[src/rtl/sdram_arbiter.sv]
// Round-robin arbiter granting three audio clients single-word access to one
// Avalon-MM SDRAM slave, returning a one-cycle finished pulse per transaction.
module sdram_arbiter (
   input  logic        i_clk,
   input  logic        i_rst,
   input  logic [2:0]  c_read,
   input  logic [2:0]  c_write,
   input  logic [68:0] c_addr,
   input  logic [47:0] c_writedata,
   output logic [15:0] c_readdata,
   output logic [2:0]  c_read_finished,
   output logic [2:0]  c_write_finished,
   output logic [22:0] sdram_addr,
   output logic        sdram_read,
   output logic        sdram_write,
   output logic [15:0] sdram_writedata,
   input  logic [15:0] sdram_readdata,
   input  logic        sdram_waitrequest,
   input  logic        sdram_readdatavalid
);

   typedef enum logic [1:0] {IDLE, ISSUE, WAIT_DATA, DONE} state_t;

   state_t      state, state_nxt;
   logic [1:0]  grant, last_grant;
   logic        op_rd;
   logic [22:0] addr_q;
   logic [15:0] wdata_q;

   logic [2:0]  req;
   logic [22:0] addr_arr  [3];
   logic [15:0] wdata_arr [3];
   logic [1:0]  pick;
   logic        pick_found;
   logic [1:0]  cand;
   logic        accept;

   function automatic logic [1:0] next_idx(input logic [1:0] i);
      return (i == 2'd2) ? 2'd0 : i + 2'd1;
   endfunction

   assign req = c_read | c_write;

   assign addr_arr[0]  = c_addr[22:0];
   assign addr_arr[1]  = c_addr[45:23];
   assign addr_arr[2]  = c_addr[68:46];
   assign wdata_arr[0] = c_writedata[15:0];
   assign wdata_arr[1] = c_writedata[31:16];
   assign wdata_arr[2] = c_writedata[47:32];

   // Search starts one past the previous grant so no client is granted twice
   // while another is waiting.
   always_comb begin
      pick       = 2'd0;
      pick_found = 1'b0;
      cand       = next_idx(last_grant);
      for (int k = 0; k < 3; k++) begin
         if (!pick_found && req[cand]) begin
            pick       = cand;
            pick_found = 1'b1;
         end
         cand = next_idx(cand);
      end
   end

   assign accept = (state == ISSUE) && !sdram_waitrequest;

   always_comb begin
      state_nxt        = state;
      sdram_read       = 1'b0;
      sdram_write      = 1'b0;
      sdram_addr       = addr_q;
      sdram_writedata  = wdata_q;
      c_read_finished  = 3'b000;
      c_write_finished = 3'b000;
      case (state)
         IDLE: begin
            if (pick_found) state_nxt = ISSUE;
         end
         ISSUE: begin
            sdram_read  = op_rd;
            sdram_write = !op_rd;
            if (accept) state_nxt = op_rd ? WAIT_DATA : DONE;
         end
         WAIT_DATA: begin
            if (sdram_readdatavalid) state_nxt = DONE;
         end
         DONE: begin
            if (op_rd) c_read_finished  = 3'b001 << grant;
            else       c_write_finished = 3'b001 << grant;
            state_nxt = IDLE;
         end
         default: state_nxt = IDLE;
      endcase
   end

   always_ff @(posedge i_clk) begin
      if (i_rst) begin
         state      <= IDLE;
         grant      <= 2'd0;
         last_grant <= 2'd2;
         op_rd      <= 1'b0;
         addr_q     <= '0;
         wdata_q    <= '0;
         c_readdata <= '0;
      end else begin
         state <= state_nxt;
         // Request lines are only sampled here; later changes are ignored.
         if (state == IDLE && pick_found) begin
            grant      <= pick;
            last_grant <= pick;
            op_rd      <= c_read[pick];
            addr_q     <= addr_arr[pick];
            wdata_q    <= wdata_arr[pick];
         end
         if (state == WAIT_DATA && sdram_readdatavalid)
            c_readdata <= sdram_readdata;
      end
   end

endmodule

[config.mk]
export PLATFORM = sky130hd
export DESIGN_NAME = sdram_arbiter
export DESIGN_NICKNAME = d
export VERILOG_FILES = /design/src/rtl/sdram_arbiter.sv
export SDC_FILE = /design/constraint.sdc
export NUM_CORES = 1
export LEC_CHECK = 0
export CELL_PAD_IN_SITES_DETAIL_PLACEMENT = 1
export CELL_PAD_IN_SITES_GLOBAL_PLACEMENT = 1
export CORE_AREA = 2 2 98 124
export CTS_BUF_LIST = sky130_fd_sc_hd__clkbuf_8
export CTS_CLUSTER_DIAMETER = 120
export DETAILED_ROUTE_END_ITERATION = 10
export DIE_AREA = 0 0 100 126
export GPL_TIMING_DRIVEN = 0
export HOLD_SLACK_MARGIN = 0.06
export PLACE_DENSITY_LB_ADDON = 0.1
export RECOVER_POWER = 100
export SYNTH_ARGS = -nofsm -noshare
export SYNTH_HDL_FRONTEND = slang
export SYNTH_SLANG_ARGS = --single-unit
[constraint.sdc]
create_clock -name i_clk -period 4.2 [get_ports i_clk]
set_input_delay 1.26 -clock i_clk [delete_from_list [all_inputs] [get_ports i_clk]]
set_output_delay 1.26 -clock i_clk [all_outputs]
set_load 0.03 [all_outputs]
# Yosys cells after proc, flatten, opt, wreduce, memory -nomap -nowiden
# Index checks and enable logic that the tools add are counted.
[op_classes] n_bitwise=2 n_shift=1 n_mul=0 addsub=3 order_cmp=5 div=0 n_mux=34 n_reduce_logical=11 n_eq_ne=9
[ops] operator="23-bit binary-select mux with 2-bit select" count=1
[ops] operator="23-bit 2-to-1 mux" count=2
[ops] operator="16-bit binary-select mux with 2-bit select" count=1
[ops] operator="16-bit 2-to-1 mux" count=2
[ops] operator="2-bit 2-to-1 mux" count=9
[ops] operator="2-bit by 3-bit less-than comparator with 1-bit output (second input constant)" count=4
[ops] operator="3-bit 2-to-1 mux" count=4
[ops] operator="2-bit == test (second input constant)" count=5
[ops] operator="1-bit 2-to-1 mux" count=10
[ops] operator="1-bit binary-select mux with 2-bit select" count=4
[ops] operator="2-bit one-hot mux with 4 select lines" count=1
[ops] operator="2-bit by 1-bit adder with 2-bit output (second input constant)" count=3
[ops] operator="2-bit != test (second input constant)" count=3
[ops] operator="1-bit logical AND" count=5
[ops] operator="1-bit zero test" count=4
[ops] operator="3-bit >= comparator (second input constant)" count=1
[ops] operator="2-bit inverter with 3-bit output" count=1
[ops] operator="3-bit OR" count=1
[ops] operator="3-bit AND reduction" count=1
[ops] operator="1-bit by 2-bit << shifter with 3-bit output (first input constant)" count=1
[ops] operator="2-bit by 1-bit == test with 1-bit output (second input constant)" count=1
[ops] operator="2-bit zero test" count=1
[word_totals] reg_bits=62 in_bits=143 romBits=0 out_inout_bits=63 wordCells=72 latch_bits=0 memories=0 ramBits=0

# Depth between registers and ports, before layout
# Gate-level depths: netlist of the first run.
[logic_depth] ltp_word=15 depth_mapped=7 ltp_nobuf=6

# Worst setup path before layout of the first run
# No wires, ideal clock.
[synth_timing] path_type="reg2out" start="register state[1]" end="output port c_write_finished[0]" t_required_ns=2.940 setup_slack_ns=1.484 path_stages_with_launch=4 arrival_ns=1.456 cell_sequence="dfxtp_1 ha_1 nor2b_1 nor3b_1"
[synth_between] elab_chain_len=2
[synth_lines] item="start, declared" line="24" rtl="state_t state, state_nxt;"
[synth_lines] item="start signal, assigned" line="107" rtl="state <= state_nxt;"
[synth_lines] item="2-bit == test" line="76" rtl="case (state)"
[synth_lines] item="3-bit 2-to-1 mux" line="76"
[synth_lines] item="end, declared" line="12" rtl="output logic [2:0] c_write_finished,"
# No other way between the ends.

# Worst setup path in the final report of the first run
[layout_timing] start="input port c_write[1]" end="register addr_q[20] (netlist: sdram_addr[20])"
[layout_between] elab_chain_len=14 elab_cells_between_ends=22 cone_classes="15 x mux; 2 x bitwise; 5 x reduce/logical"
[layout_lines] item="start, declared" line="7" rtl="input logic [2:0] c_write,"
[layout_lines] item="3-bit OR (*)" line="42" rtl="assign req = c_read | c_write;"
[layout_lines] item="1-bit binary-select mux with 2-bit select" line="58" rtl="if (!pick_found && req[cand]) begin"
[layout_lines] item="1-bit 2-to-1 mux (implied by the code)" line="58"
[layout_lines] item="1-bit 2-to-1 mux" line="58"
[layout_lines] item="1-bit zero test" line="58"
[layout_lines] item="1-bit logical AND" line="58"
[layout_lines] item="1-bit 2-to-1 mux" line="58"
[layout_lines] item="1-bit zero test" line="58"
[layout_lines] item="1-bit logical AND" line="58"
[layout_lines] item="2-bit 2-to-1 mux" line="58"
[layout_lines] item="2-bit inverter with 3-bit output (implied by the code)" line="113" rtl="addr_q <= addr_arr[pick];"
[layout_lines] item="23-bit binary-select mux with 2-bit select" line="113"
[layout_lines] item="23-bit 2-to-1 mux (implied by the code) (2 in a row)" line="113"
[layout_lines] item="end signal, assigned" line="113"
[layout_lines] item="end, declared" line="27" rtl="logic [22:0] addr_q;"
# Mark *: on every way between the ends. The rest lies on a longest branch, timed or not. The select of a mux whose other input is x is not followed.
# A chain may end at the register's enable or synchronous reset.

==> results of run 1 <==
-- cells in the mapped netlist --
cell type,n
sky130_fd_sc_hd__a21boi_2,1
sky130_fd_sc_hd__a21oi_1,32
sky130_fd_sc_hd__a21oi_4,1
sky130_fd_sc_hd__a221oi_1,1
sky130_fd_sc_hd__a2bb2oi_1,1
sky130_fd_sc_hd__a311oi_1,1
sky130_fd_sc_hd__a311oi_2,1
sky130_fd_sc_hd__a32oi_1,1
sky130_fd_sc_hd__and2_1,3
sky130_fd_sc_hd__buf_2,3
sky130_fd_sc_hd__buf_4,5
sky130_fd_sc_hd__buf_6,3
sky130_fd_sc_hd__clkbuf_1,16
sky130_fd_sc_hd__clkbuf_2,1
sky130_fd_sc_hd__dfxtp_1,61
sky130_fd_sc_hd__ha_1,4
sky130_fd_sc_hd__inv_1,15
sky130_fd_sc_hd__mux2i_1,1
sky130_fd_sc_hd__nand2_1,39
sky130_fd_sc_hd__nand2b_1,1
sky130_fd_sc_hd__nand3b_1,1
sky130_fd_sc_hd__nor2_1,19
sky130_fd_sc_hd__nor2b_1,4
sky130_fd_sc_hd__nor3_1,4
sky130_fd_sc_hd__nor3b_1,2
sky130_fd_sc_hd__nor4_1,1
sky130_fd_sc_hd__nor4_4,1
sky130_fd_sc_hd__nor4b_1,1
sky130_fd_sc_hd__o21a_1,1
sky130_fd_sc_hd__o21ai_0,39
sky130_fd_sc_hd__o21ai_1,4
sky130_fd_sc_hd__o21ai_2,1
sky130_fd_sc_hd__o21ba_2,2
sky130_fd_sc_hd__o21bai_1,1
sky130_fd_sc_hd__o22ai_1,29
sky130_fd_sc_hd__o2bb2ai_1,27
sky130_fd_sc_hd__o32a_1,1
sky130_fd_sc_hd__o32ai_1,13
sky130_fd_sc_hd__or2_1,1
sky130_fd_sc_hd__or2_2,2
sky130_fd_sc_hd__or4_4,1
-- report_power, final --
group          internal (uW)  switching, uW  total [uW]  leakage [uW]
clock                    277            244         521      0.000101
combinational            640            973        1610       0.00140
sequential               782            109         891      0.000502
total                   1700           1330        3020       0.00200
-- area by class of cell --
cell class	count	area, um^2
plain buffers	28	130
well taps	138	173
multi-input cells	242	1460
clock inverters	3	17.5
fillers	1364	6170
inverters	15	56.3
clock buffers	13	179
repair buffers	204	2040
flip-flops and latches	61	1220
-- cell families (layout without fill, tap and decap cells) --
kind of cell | after synthesis | count (layout)
mux | 1 | 1
buf+inv | 43 | 263
fa+ha+maj | 4 | 4
flops | 61 | 61
simple gates | 80 | 80
compound gates | 157 | 157
-- flip-flops by register name, summed over array words and instances, names as in the netlist --
name / count
c_readdata: 16
grant: 2
last_grant: 1
op_rd: 1
sdram_addr: 23
sdram_writedata: 16
state: 2
-- per-layer routing --
metal  GRT usage  up-vias  routed length [um]  share of wire
li1            -     1701                   -              -
met1       0.224     1628                5160           0.42
met2       0.333      129                5850           0.48
met3      0.0666       14                 986          0.081
met4      0.0620        0                 219          0.018
met5           0        -                   0              0
-- metrics by stage --
step                       util  area, um^2
after detailed placement  0.447        5120
after global routing      0.461        5280
after global placement    0.447        5120
after CTS                 0.464        5320
after floorplan               -        2900
final                     0.461        5280
-- cell usage in the layout, fill, tap and decap left out, types with 15 or more instances in the layout --
master,n
sky130_fd_sc_hd__nor2_1,19
sky130_fd_sc_hd__nand2_1,39
sky130_fd_sc_hd__dlygate4sd3_1,67
sky130_fd_sc_hd__a21oi_1,32
sky130_fd_sc_hd__clkdlybuf4s50_1,137
sky130_fd_sc_hd__clkbuf_1,21
sky130_fd_sc_hd__o22ai_1,29
sky130_fd_sc_hd__dfxtp_1,61
sky130_fd_sc_hd__o21ai_0,39
sky130_fd_sc_hd__o2bb2ai_1,27
sky130_fd_sc_hd__inv_1,15
-- final timing paths --
kind / start / endpoint / cells past startpoint
min: c_readdata[9] / c_readdata[9] / 2
min reg2reg: c_readdata[9] / c_readdata[9] / 2
max: c_write[1] / sdram_addr[20] / 6
max reg2reg: state[0] / sdram_addr[12] / 7
-- critical path, stage by stage --
cell	delay [ns]
sky130_fd_sc_hd__dlygate4sd3_1	0.65
sky130_fd_sc_hd__nor4_1	0.71
sky130_fd_sc_hd__nand2_1	0.24
sky130_fd_sc_hd__a21oi_4	0.35
sky130_fd_sc_hd__clkbuf_1	0.45
sky130_fd_sc_hd__o2bb2ai_1	0.17
==> run summary, run 1 <==
The flow ran to the end, and the final reports show no timing, DRC or antenna violations. The die is 126 um tall. The detail-routed net length per standard cell works out to 17.3 um. The category of the most critical setup path was input port to flop. The number of antenna violations at the first check in global routing is 0. The detail-routed via count per cell is 4.93, and the total CTS buffers is 9. For the setup skew after layout, the log shows 0.0144 ns. Across all layers, the routed design uses 3,472 vias.

For the number of I/O pins, the log shows 206. The tools report the post-synth net total as 493. The routed design has 12.2 mm of wire.

The simple-gate share of the synthesized area works out to 0.130. The tightest slew margin relative to the limit was 0.493; the overall global routing resource usage was 0.193. The detailed router finished its first iteration with 92 violations.

For this run, design rule violations remaining after detail routing come to 0. The slew at the pin with the worst max-slew slack is 0.754 ns. The worst-case IR drop observed on VDD is 0.211 mV. On the final layout, the worst hold slack is 0.455 ns.

The floorplan step defined a core boundary enclosing 11,500 um^2. In this run the tool buffered the top-level ports with 204 buffer cells. For this design the static power due to leakage is 0.00200 uW. The dominant combinational cell family by area after synthesis is compound AO/OA/AOI/OAI gates.

Subtracting the final worst setup slack from the clock period gives 3.58 ns. Detailed placement ended at an HPWL of 9.43 mm. The final critical-path share of the clock period works out to 0.852. The initial cell density of the core is 0.254. TritonCTS built the clock tree.

The adder and majority cell fraction of the synthesized area came out at 0.0172. In this run the remaining antenna-violating nets after routing total 0. Entering global routing, the biggest net connects 11 pins. Count of inserted antenna diode cells: 0. The synthesized-area fraction occupied by ao, oa, aoi and oai cells is 0.358. Derived from the worst setup path, the maximum achievable clock frequency is 280 MHz. The via count of the first global-routing pass is 3,753. Along the worst path, the maximum fanout reaches 10. The power per unit of standard cell area was 573 nW/um^2.

The tools report the maximum buffer depth of the clock tree as 2. The worst min-delay path category is flop to flop. The floorplan step set the die width to 100 um. The logs give 44 for the number of placement rows and 0 for the setup-violating endpoint count in the final report. The number of placed instances with taps included came out at 688.

The tools report the library cell used as clock root buffer as sky130_fd_sc_hd__clkbuf_8. For this run, the number of standard cells in the final layout without fillers is 704. Setup slack on the worst reg-to-reg path comes out at 1.96 ns. The tools report the pre-CTS worst setup slack as 0.711 ns. Kind of end point of the critical path: a flop. The logs give 0 for the number of setup buffers added after CTS and 0 for the count of max-cap constraint violations. Portion of synthesized cell area occupied by the leading cell type: 0.421. Setup repair after global routing left no endpoint under its margin.

The TritonCTS sink count was 61. Clock latency on the worst-skew pair, taken at its later pin, is 0.35 ns. For the yosys synthesis warning count, the log shows 0.

The run gives 3.86 ns as the data arrival time of the critical path. The logs give 0 for the final hold violation count and 3020 uW for the power after layout. In the synthesized netlist, the number of instances is 346. The dominant cell type by area after synthesis was sky130_fd_sc_hd__dfxtp_1. The clock transition time at the flip-flop clock pins of the worst setup and hold paths was 0.08 ns; the worst setup slack after layout was 0.624 ns. The post-synthesis sequential area ratio was 0.421; the signed area change from the synthesized netlist to the final layout was 81.8%. The fraction of final layout cells sized beyond drive strength 1 came out at 0.0565.

The post-synthesis instance area is 2900 um^2, and the multiplexer share of the synthesized area is 0.00345. The cts-stage hold buffer count was 0; the number of max-slew violations in the final report was 0. For the post-synthesis cell type count, the log shows 41.

For this run, the post-layout net count is 708. The post-synthesis xor/xnor area fraction was 0. The first TritonRoute pass finished after 4 iterations. The leftover overflow at the end of global routing is 0, and the number of storage elements in the synthesis netlist is 61. The count of H-tree levels built during CTS was 3; the total die area was 12,600 um^2. The first-pass GRT wire length is 19.2 mm. The worst setup path is launched from an input port. For the worst setup path, the data required time is 4.48 ns.

Averaged over all synthesized cells, the footprint is 8.39 um^2. By area the synthesized netlist is led by sky130_fd_sc_hd__dfxtp_1 (42%), sky130_fd_sc_hd__o2bb2ai_1 (8.1%), sky130_fd_sc_hd__o21ai_0 (6.7%). The count of instances resized after the clock tree is built is 0. The weighted congestion reported at the end of routability-driven placement was 0.758; the total negative slack for setup checks was 0 ns.
No activity file was read; power rests on OpenSTA's default activity.
==> run 2, diff against run 1 <==
CELL_PAD_IN_SITES_DETAIL_PLACEMENT = 0   (was 1)
GPL_TIMING_DRIVEN = not set   (was 0)
==> run 2 against run 1 <==
Clock skew is 0.0070 ns lower. First-iteration DRC count increased by 20%. Global-route usage down 1.2 points. Clock power fell by 6.5%. Sequential power grew 0.9%. Wire length is 6.1% lower. Hold slack got worse by 0.0050 ns. Power fell by 2.5%. Sequential share of layout area increased by 0.25 points. Largest cell class unchanged. Largest power group unchanged.
==> run summary, run 2 (same netlist as run 1, synthesis figures left out) <==
In the layout the commonest cells are sky130_fd_sc_hd__clkdlybuf4s50_1 (140), sky130_fd_sc_hd__dlygate4sd3_1 (65), sky130_fd_sc_hd__dfxtp_1 (61), sky130_fd_sc_hd__o21ai_0 (40), sky130_fd_sc_hd__nand2_1 (39). The area inside the core boundary came out at 11,500 um^2 (unchanged). In this design, the largest share of critical-path delay is due to simple AND/OR/NAND/NOR gates. The logs give 1,127 (-17%) for the number of fill cells and 0.00747 ns (-0.00698 ns) for the setup skew after layout. The kind of end point of the critical path is a flop. The run gives 61 (unchanged) as the TritonCTS sink count. The number of placement rows is 44 (unchanged). The via count of the routed design is 3,417 (-1.6%). The count of instances resized after the clock tree is built was 0 (unchanged). The overall die width came out at 100 um (unchanged). The total buffers and inverters traversed by the critical path is 2 (unchanged), and the total CTS buffers is 9 (unchanged). The maximum buffer depth of the clock tree is 2 (unchanged), and the flip-flop count of the largest register after layout is 23 (unchanged). The data arrival time of the critical path is 3.85 ns (about the same). The highest achievable clock rate is 280 MHz (about the same), and the overall global routing resource usage is 0.182 (-0.0118). The worst hold path belongs to the class flop to flop.

The delay contributed by the slowest stage of the critical path was 1.00 ns (+0.29 ns); the area of all sequential standard cells was 1220 um^2 (unchanged). Count of H-tree levels built during CTS: 3 (unchanged). Final critical-path share of the clock period: 0.852 (about the same). The largest net degree at the start of global routing is 31 (+20), and the detailed placer's ending HPWL is 8.27 mm (-12%). The maximum vdd ir drop is 0.195 mV (-7.3%), and the final hold violation count is 0 (unchanged). For the starting DRC count in detailed routing, the log shows 110 (+20%). Compared with the post-synthesis result, the final layout area differs by 79.8%.

The initial cell density of the core came out at 0.254 (unchanged). The logs give 0 (unchanged) for the residual DRC count and 0 (unchanged) for the count of max-cap constraint violations. For the post-route non-filler standard cell count, the log shows 683 (-3.0%).

The logs give 1480 um^2 (+1.1%) for the multi-input combinational cell area and 0.00199 uW (-0.65%) for the leakage power summed over all cells. The tools report the first-pass GRT wire length as 18.1 mm (-5.9%). TritonCTS built the clock tree. Setup repair after global routing left no endpoint under its margin. The count of inserted antenna diode cells came out at 0 (unchanged). The cts-stage hold buffer count was 0 (unchanged). The power per unit of standard cell area came out at 565 nW/um^2 (-1.4%). The largest driver fanout on the critical path was 27 (+17). The leftover overflow at the end of global routing came out at 0 (unchanged).

The tools report the via count of the first global-routing pass as 3,545 (-5.5%). The tools report the total negative slack for setup checks as 0 ns (unchanged). Slew at the pin with the worst max-slew slack: 1.15 ns (+0.399 ns). For the total wire length after detailed routing, the log shows 11.5 mm (-6.1%).

Standard cell with the maximum stage delay on the critical path: sky130_fd_sc_hd__nor4_1. The height of the die is 126 um (unchanged). The run gives 4 (unchanged) as the total iterations of the first detailed-routing run. The root buffer cell chosen for the clock tree is sky130_fd_sc_hd__clkbuf_8. By startpoint and endpoint, the worst setup path is classified as input port to flop. The post-layout minimum cycle time came out at 3.58 ns (-0.000179 ns). The number of setup buffers added after CTS is 0 (unchanged), and the clock latency on the worst-skew pair is 0.34 ns (about the same). The number of antenna violations at the first check in global routing was 0 (unchanged); the number of input and output port buffers inserted was 205 (+0.49%). The number of placed instances with taps included is 668 (-2.9%), and the number of max-slew violations in the final report is 0 (unchanged).

The setup-violating endpoint count in the final report was 0 (unchanged); the weighted congestion reported at the end of routability-driven placement was 0.754 (-0.62%). The detail-routed via count per cell was 5.00 (+1.4%). The clock transition time at the flip-flop clock pins of the worst setup and hold paths is 0.07 ns (about the same). The tools report the required time of the critical path as 4.47 ns (about the same). The tools report the tightest slew margin relative to the limit as 0.224 (-0.269).

The critical path goes through dlygate4sd3_1 > nor4_1 > nand2_1 > a21oi_4 > buf_4 > o2bb2ai_1. The detail-routed net length per standard cell is 16.8 um (-3.2%). Leaving out fill and tap cells, the most frequent cell in the layout is sky130_fd_sc_hd__clkdlybuf4s50_1. STA classifies the critical path startpoint as an input port. Fraction of final layout cells sized beyond drive strength 1: 0.0532 (-0.00333). The flow ran to the end, and the final reports show no timing, DRC or antenna violations. The logs give 12,600 um^2 (unchanged) for the total die area and 0 (unchanged) for the count of nets left with antenna violations after detail routing. The number of nets in the layout is 688 (-2.8%), and the number of I/O pins is 206 (unchanged).
## run 2: cell count changes in the layout (fill, tap and decap cells not counted), sizes merged
cell           before  now
buf                 6    7
clkinv              2    1
clkbuf             35   12
inv                15   17
clkdlybuf4s50     137  140
dlygate4sd3        67   65
clkinvlp            1    0
## run 2: cell type report
class                   count  share of cell area
flip-flops and latches     61               0.234
inverters                  15              0.0108
multi-input cells         242               0.283
well taps                 138              0.0331
repair buffers            212               0.405
clock buffers              12              0.0316
clock inverters             3             0.00240
## run 2: routing by layer
metal,share of wire,up-vias,track usage
met1,0.41,1591,0.209
met2,0.48,143,0.310
met4,0.019,0,0.0725
li1,-,1670,-
met3,0.090,13,0.0577
met5,0,-,0
## run 2: worst paths after layout
check | startpoint | to | slack [ns] | cells after the start
worst max-delay path | c_write[1] | sdram_addr[3] | 0.62 | 6
worst min register to register | c_readdata[3] | c_readdata[3] | 0.45 | 2
worst max register to register | state[0] | sdram_addr[6] | 1.81 | 6
worst min-delay path | c_readdata[3] | c_readdata[3] | 0.45 | 2
## run 2: worst reg2reg max path: cells and delay by family (launching register included)
kind	cells	cell delay, ns
and+or+nand+nor	1	0.21
buffers and inverters	1	0.12
DFF	1	0.33
adders and majority gates	1	0.41
AOI/OAI and AO/OA	3	1.24
## run 2: stage by stage
| stage | utilization | area (um^2) | setup slack [ns] | hold slack, ns | power [uW] |
|---|---|---|---|---|---|
| finish | 0.456 | 5220 | 0.624 | 0.450 | 2950 |
| global route | 0.456 | 5220 | 0.459 | 0.472 | 3150 |
| CTS | 0.458 | 5240 | 0.852 | 0.455 | 3070 |
| detailed placement | 0.442 | 5070 | 0.491 | 0.445 | 2570 |
| global placement | 0.442 | 5070 | 0.630 | 0.441 | 2550 |
| floorplan | - | 2900 | 1.48 | 0.498 | 1870 |
## run 2: power by group
group / leakage [uW] / internal (uW) / switching (uW)
logic: 0.00138 / 631 / 933
clock network: 0.000101 / 254 / 233
registers: 0.000502 / 782 / 117
total: 0.00199 / 1670 / 1280
==> run 3, diff against run 2 <==
CORE_AREA = 2 2 130 94   (was 2 2 98 124)
CTS_CLUSTER_DIAMETER = 60   (was 120)
DIE_AREA = 0 0 132 96   (was 0 0 100 126)
==> run 3 against run 2 <==
Combinational power is essentially flat. Wire length grew 0.70%. Cell count grew 2.8%. Flip-flop and latch count is the same. Setup slack lost 0.077 ns. Sequential power is essentially flat. Largest power group unchanged.
==> run summary, run 3 (same netlist as run 1, synthesis figures left out) <==
The flow ran to the end, and the final reports show no timing, DRC or antenna violations. The flip-flop count of the largest register after layout works out to 23 (unchanged). Detailed placer's ending HPWL: 8.59 mm (+3.8%). The weighted congestion reported at the end of routability-driven placement was 0.816 (+8.2%); the overall die width was 132 um (+32%).

The logs give 4 (unchanged) for the total iterations of the first detailed-routing run and 0 (unchanged) for the count of instances resized after the clock tree is built. For the number of placed instances with taps included, the log shows 687 (+2.8%). The logs give 0.254 (+0.000305) for the initial cell density of the core and 93 (-15%) for the starting DRC count in detailed routing. The critical path in this run is classified as input port to flop. The clock latency on the worst-skew pair is 0.34 ns (about the same). The delay contributed by the slowest stage of the critical path works out to 0.70 ns (-0.30 ns). The TritonCTS sink count is 61 (unchanged), and the total die area is 12,700 um^2 (+0.57%). The logs give 0 (unchanged) for the leftover overflow at the end of global routing and 0 (unchanged) for the number of antenna violations at the first check in global routing. The clock transition time at the flip-flop clock pins of the worst setup and hold paths was 0.06 ns (about the same).

Broken down by cell family, the worst path's largest delay share belongs to buffers and inverters. For the power after layout, the log shows 2940 uW (-0.48%). The kind of end point of the critical path was a flop. The setup-violating endpoint count in the final report came out at 0 (unchanged). The tools report the first-pass GRT wire length as 18.1 mm (about the same). The worst hold path belongs to the class flop to flop.

The number of max-slew violations in the final report is 0 (unchanged), and the detail-routed via count per cell is 4.76 (-4.8%). Total negative slack for setup checks: 0 ns (unchanged). For the count of max-cap constraint violations, the log shows 0 (unchanged).

The number of fill cells came out at 1,153 (+2.3%). The number of I/O pins was 206 (unchanged); the final critical-path share of the clock period was 0.870 (+0.0184). Leaving out fill and tap cells, the most frequent cell in the layout is sky130_fd_sc_hd__clkdlybuf4s50_1. The maximum buffer depth of the clock tree was 2 (unchanged). The count of H-tree levels built during CTS was 3 (unchanged). For the area of all sequential standard cells, the log shows 1220 um^2 (unchanged). The run gives 40 (+29%) as the largest net degree at the start of global routing. The via count of the first global-routing pass was 3,433 (-3.2%); the detail-routed net length per standard cell was 16.5 um (-2.0%).

The area inside the core boundary was 11,400 um^2 (-0.12%). Number of placement rows: 33 (-25%). TritonCTS built the clock tree. The critical path goes through dlygate4sd3_1 > nor4_4 > nand2_1 > a21oi_4 > clkbuf_1 > o2bb2ai_1. The tools report the via count of the routed design as 3,344 (-2.1%). Highest achievable clock rate: 274 MHz (-2.1%). The largest driver fanout on the critical path is 17 (-37%), and the overall global routing resource usage is 0.183 (+0.00172). Total buffers and inverters traversed by the critical path: 2 (unchanged).

The tools report the setup skew after layout as 0.00485 ns (-0.00262 ns). Setup repair after global routing left no endpoint under its margin. The height of the die is 96 um (-24%).

The startpoint type of the worst setup path is an input port. The fraction of final layout cells sized beyond drive strength 1 works out to 0.0514 (-0.00183). The post-layout minimum cycle time was 3.65 ns (+0.0774 ns).

The count of nets left with antenna violations after detail routing came out at 0 (unchanged). In the layout the commonest cells are sky130_fd_sc_hd__clkdlybuf4s50_1 (140), sky130_fd_sc_hd__dlygate4sd3_1 (65), sky130_fd_sc_hd__dfxtp_1 (61), sky130_fd_sc_hd__o21ai_0 (40), sky130_fd_sc_hd__nand2_1 (39). The logs give 0 (unchanged) for the count of inserted antenna diode cells and 1490 um^2 (+1.0%) for the multi-input combinational cell area. The post-route non-filler standard cell count is 702 (+2.8%), and the number of nets in the layout is 688 (unchanged). The run gives 3.92 ns (+0.07 ns) as the data arrival time of the critical path.

For the final hold violation count, the log shows 0 (unchanged). The signed area change from the synthesized netlist to the final layout is 80.4%. The power per unit of standard cell area works out to 561 nW/um^2 (-0.79%).

The tools report the required time of the critical path as 4.47 ns (about the same). The leakage power summed over all cells is 0.00197 uW (-0.60%), and the cts-stage hold buffer count is 0 (unchanged). The tightest slew margin relative to the limit is 0.266 (+0.0415), and the slew at the pin with the worst max-slew slack is 1.10 ns (-0.0516 ns). The residual DRC count was 0 (unchanged); the total wire length after detailed routing was 11.6 mm (+0.70%).

The number of setup buffers added after CTS was 0 (unchanged); the number of input and output port buffers inserted was 205 (unchanged). Maximum vdd ir drop: 0.256 mV (+31%). The standard cell with the maximum stage delay on the critical path was sky130_fd_sc_hd__clkbuf_1. CTS placed an instance of sky130_fd_sc_hd__clkbuf_8 at the clock tree root. The tools report the total CTS buffers as 9 (unchanged).
## run 3: changes by cell type in the layout (fill, tap and decap cells not counted), sizes merged
cell    delta
clkbuf     +3
buf        -3
## run 3: worst paths after layout
| check | start | to | slack (ns) | depth (start not counted) |
|---|---|---|---|---|
| setup reg to reg | state[0] | sdram_writedata[9] | 1.93 | 7 |
| setup / recovery | c_write[1] | sdram_writedata[1] | 0.55 | 6 |
| hold reg to reg | c_readdata[11] | c_readdata[11] | 0.45 | 2 |
| hold / removal | c_readdata[11] | c_readdata[11] | 0.45 | 2 |
## run 3: routing by layer
layer	wire length [um]	GRT usage	up-vias
met5	0	0	-
met4	233	0.0625	0
met3	930	0.0637	18
met2	5030	0.300	139
met1	5350	0.227	1527
li1	-	-	1660
## run 3: power breakdown
part,leakage (uW),switching [uW],internal [uW]
combinational,0.00137,934,619
clock,0.000101,230,254
sequential,0.000502,117,782
## run 3: cell type report
type	count	share of cell area
Tap cell	157	0.0375
Sequential cell	61	0.233
Inverter	15	0.0108
Timing Repair Buffer	212	0.400
Multi-Input combinational cell	242	0.285
Clock buffer	12	0.0315
Clock inverter	3	0.00239
## run 3: metrics by stage
stage	hold slack (ns)	instance area [um^2]	setup slack (ns)	utilization
final	0.454	5240	0.546	0.458
after global routing	0.474	5240	0.341	0.458
after CTS	0.459	5260	0.777	0.459
after detailed placement	0.446	5080	0.504	0.444
after global placement	0.441	5080	0.650	0.444
after floorplan	0.498	2900	1.48	-
## run 3: worst reg2reg max path, cell delays in order, from the launching register on
cell and delay, ns:
sky130_fd_sc_hd__dfxtp_1 0.34, sky130_fd_sc_hd__inv_1 0.12, sky130_fd_sc_hd__ha_1 0.42, sky130_fd_sc_hd__nor2b_1 0.23, sky130_fd_sc_hd__a21boi_2 0.49, sky130_fd_sc_hd__buf_4 0.31
sky130_fd_sc_hd__o21ai_0 0.13, sky130_fd_sc_hd__o2bb2ai_1 0.17
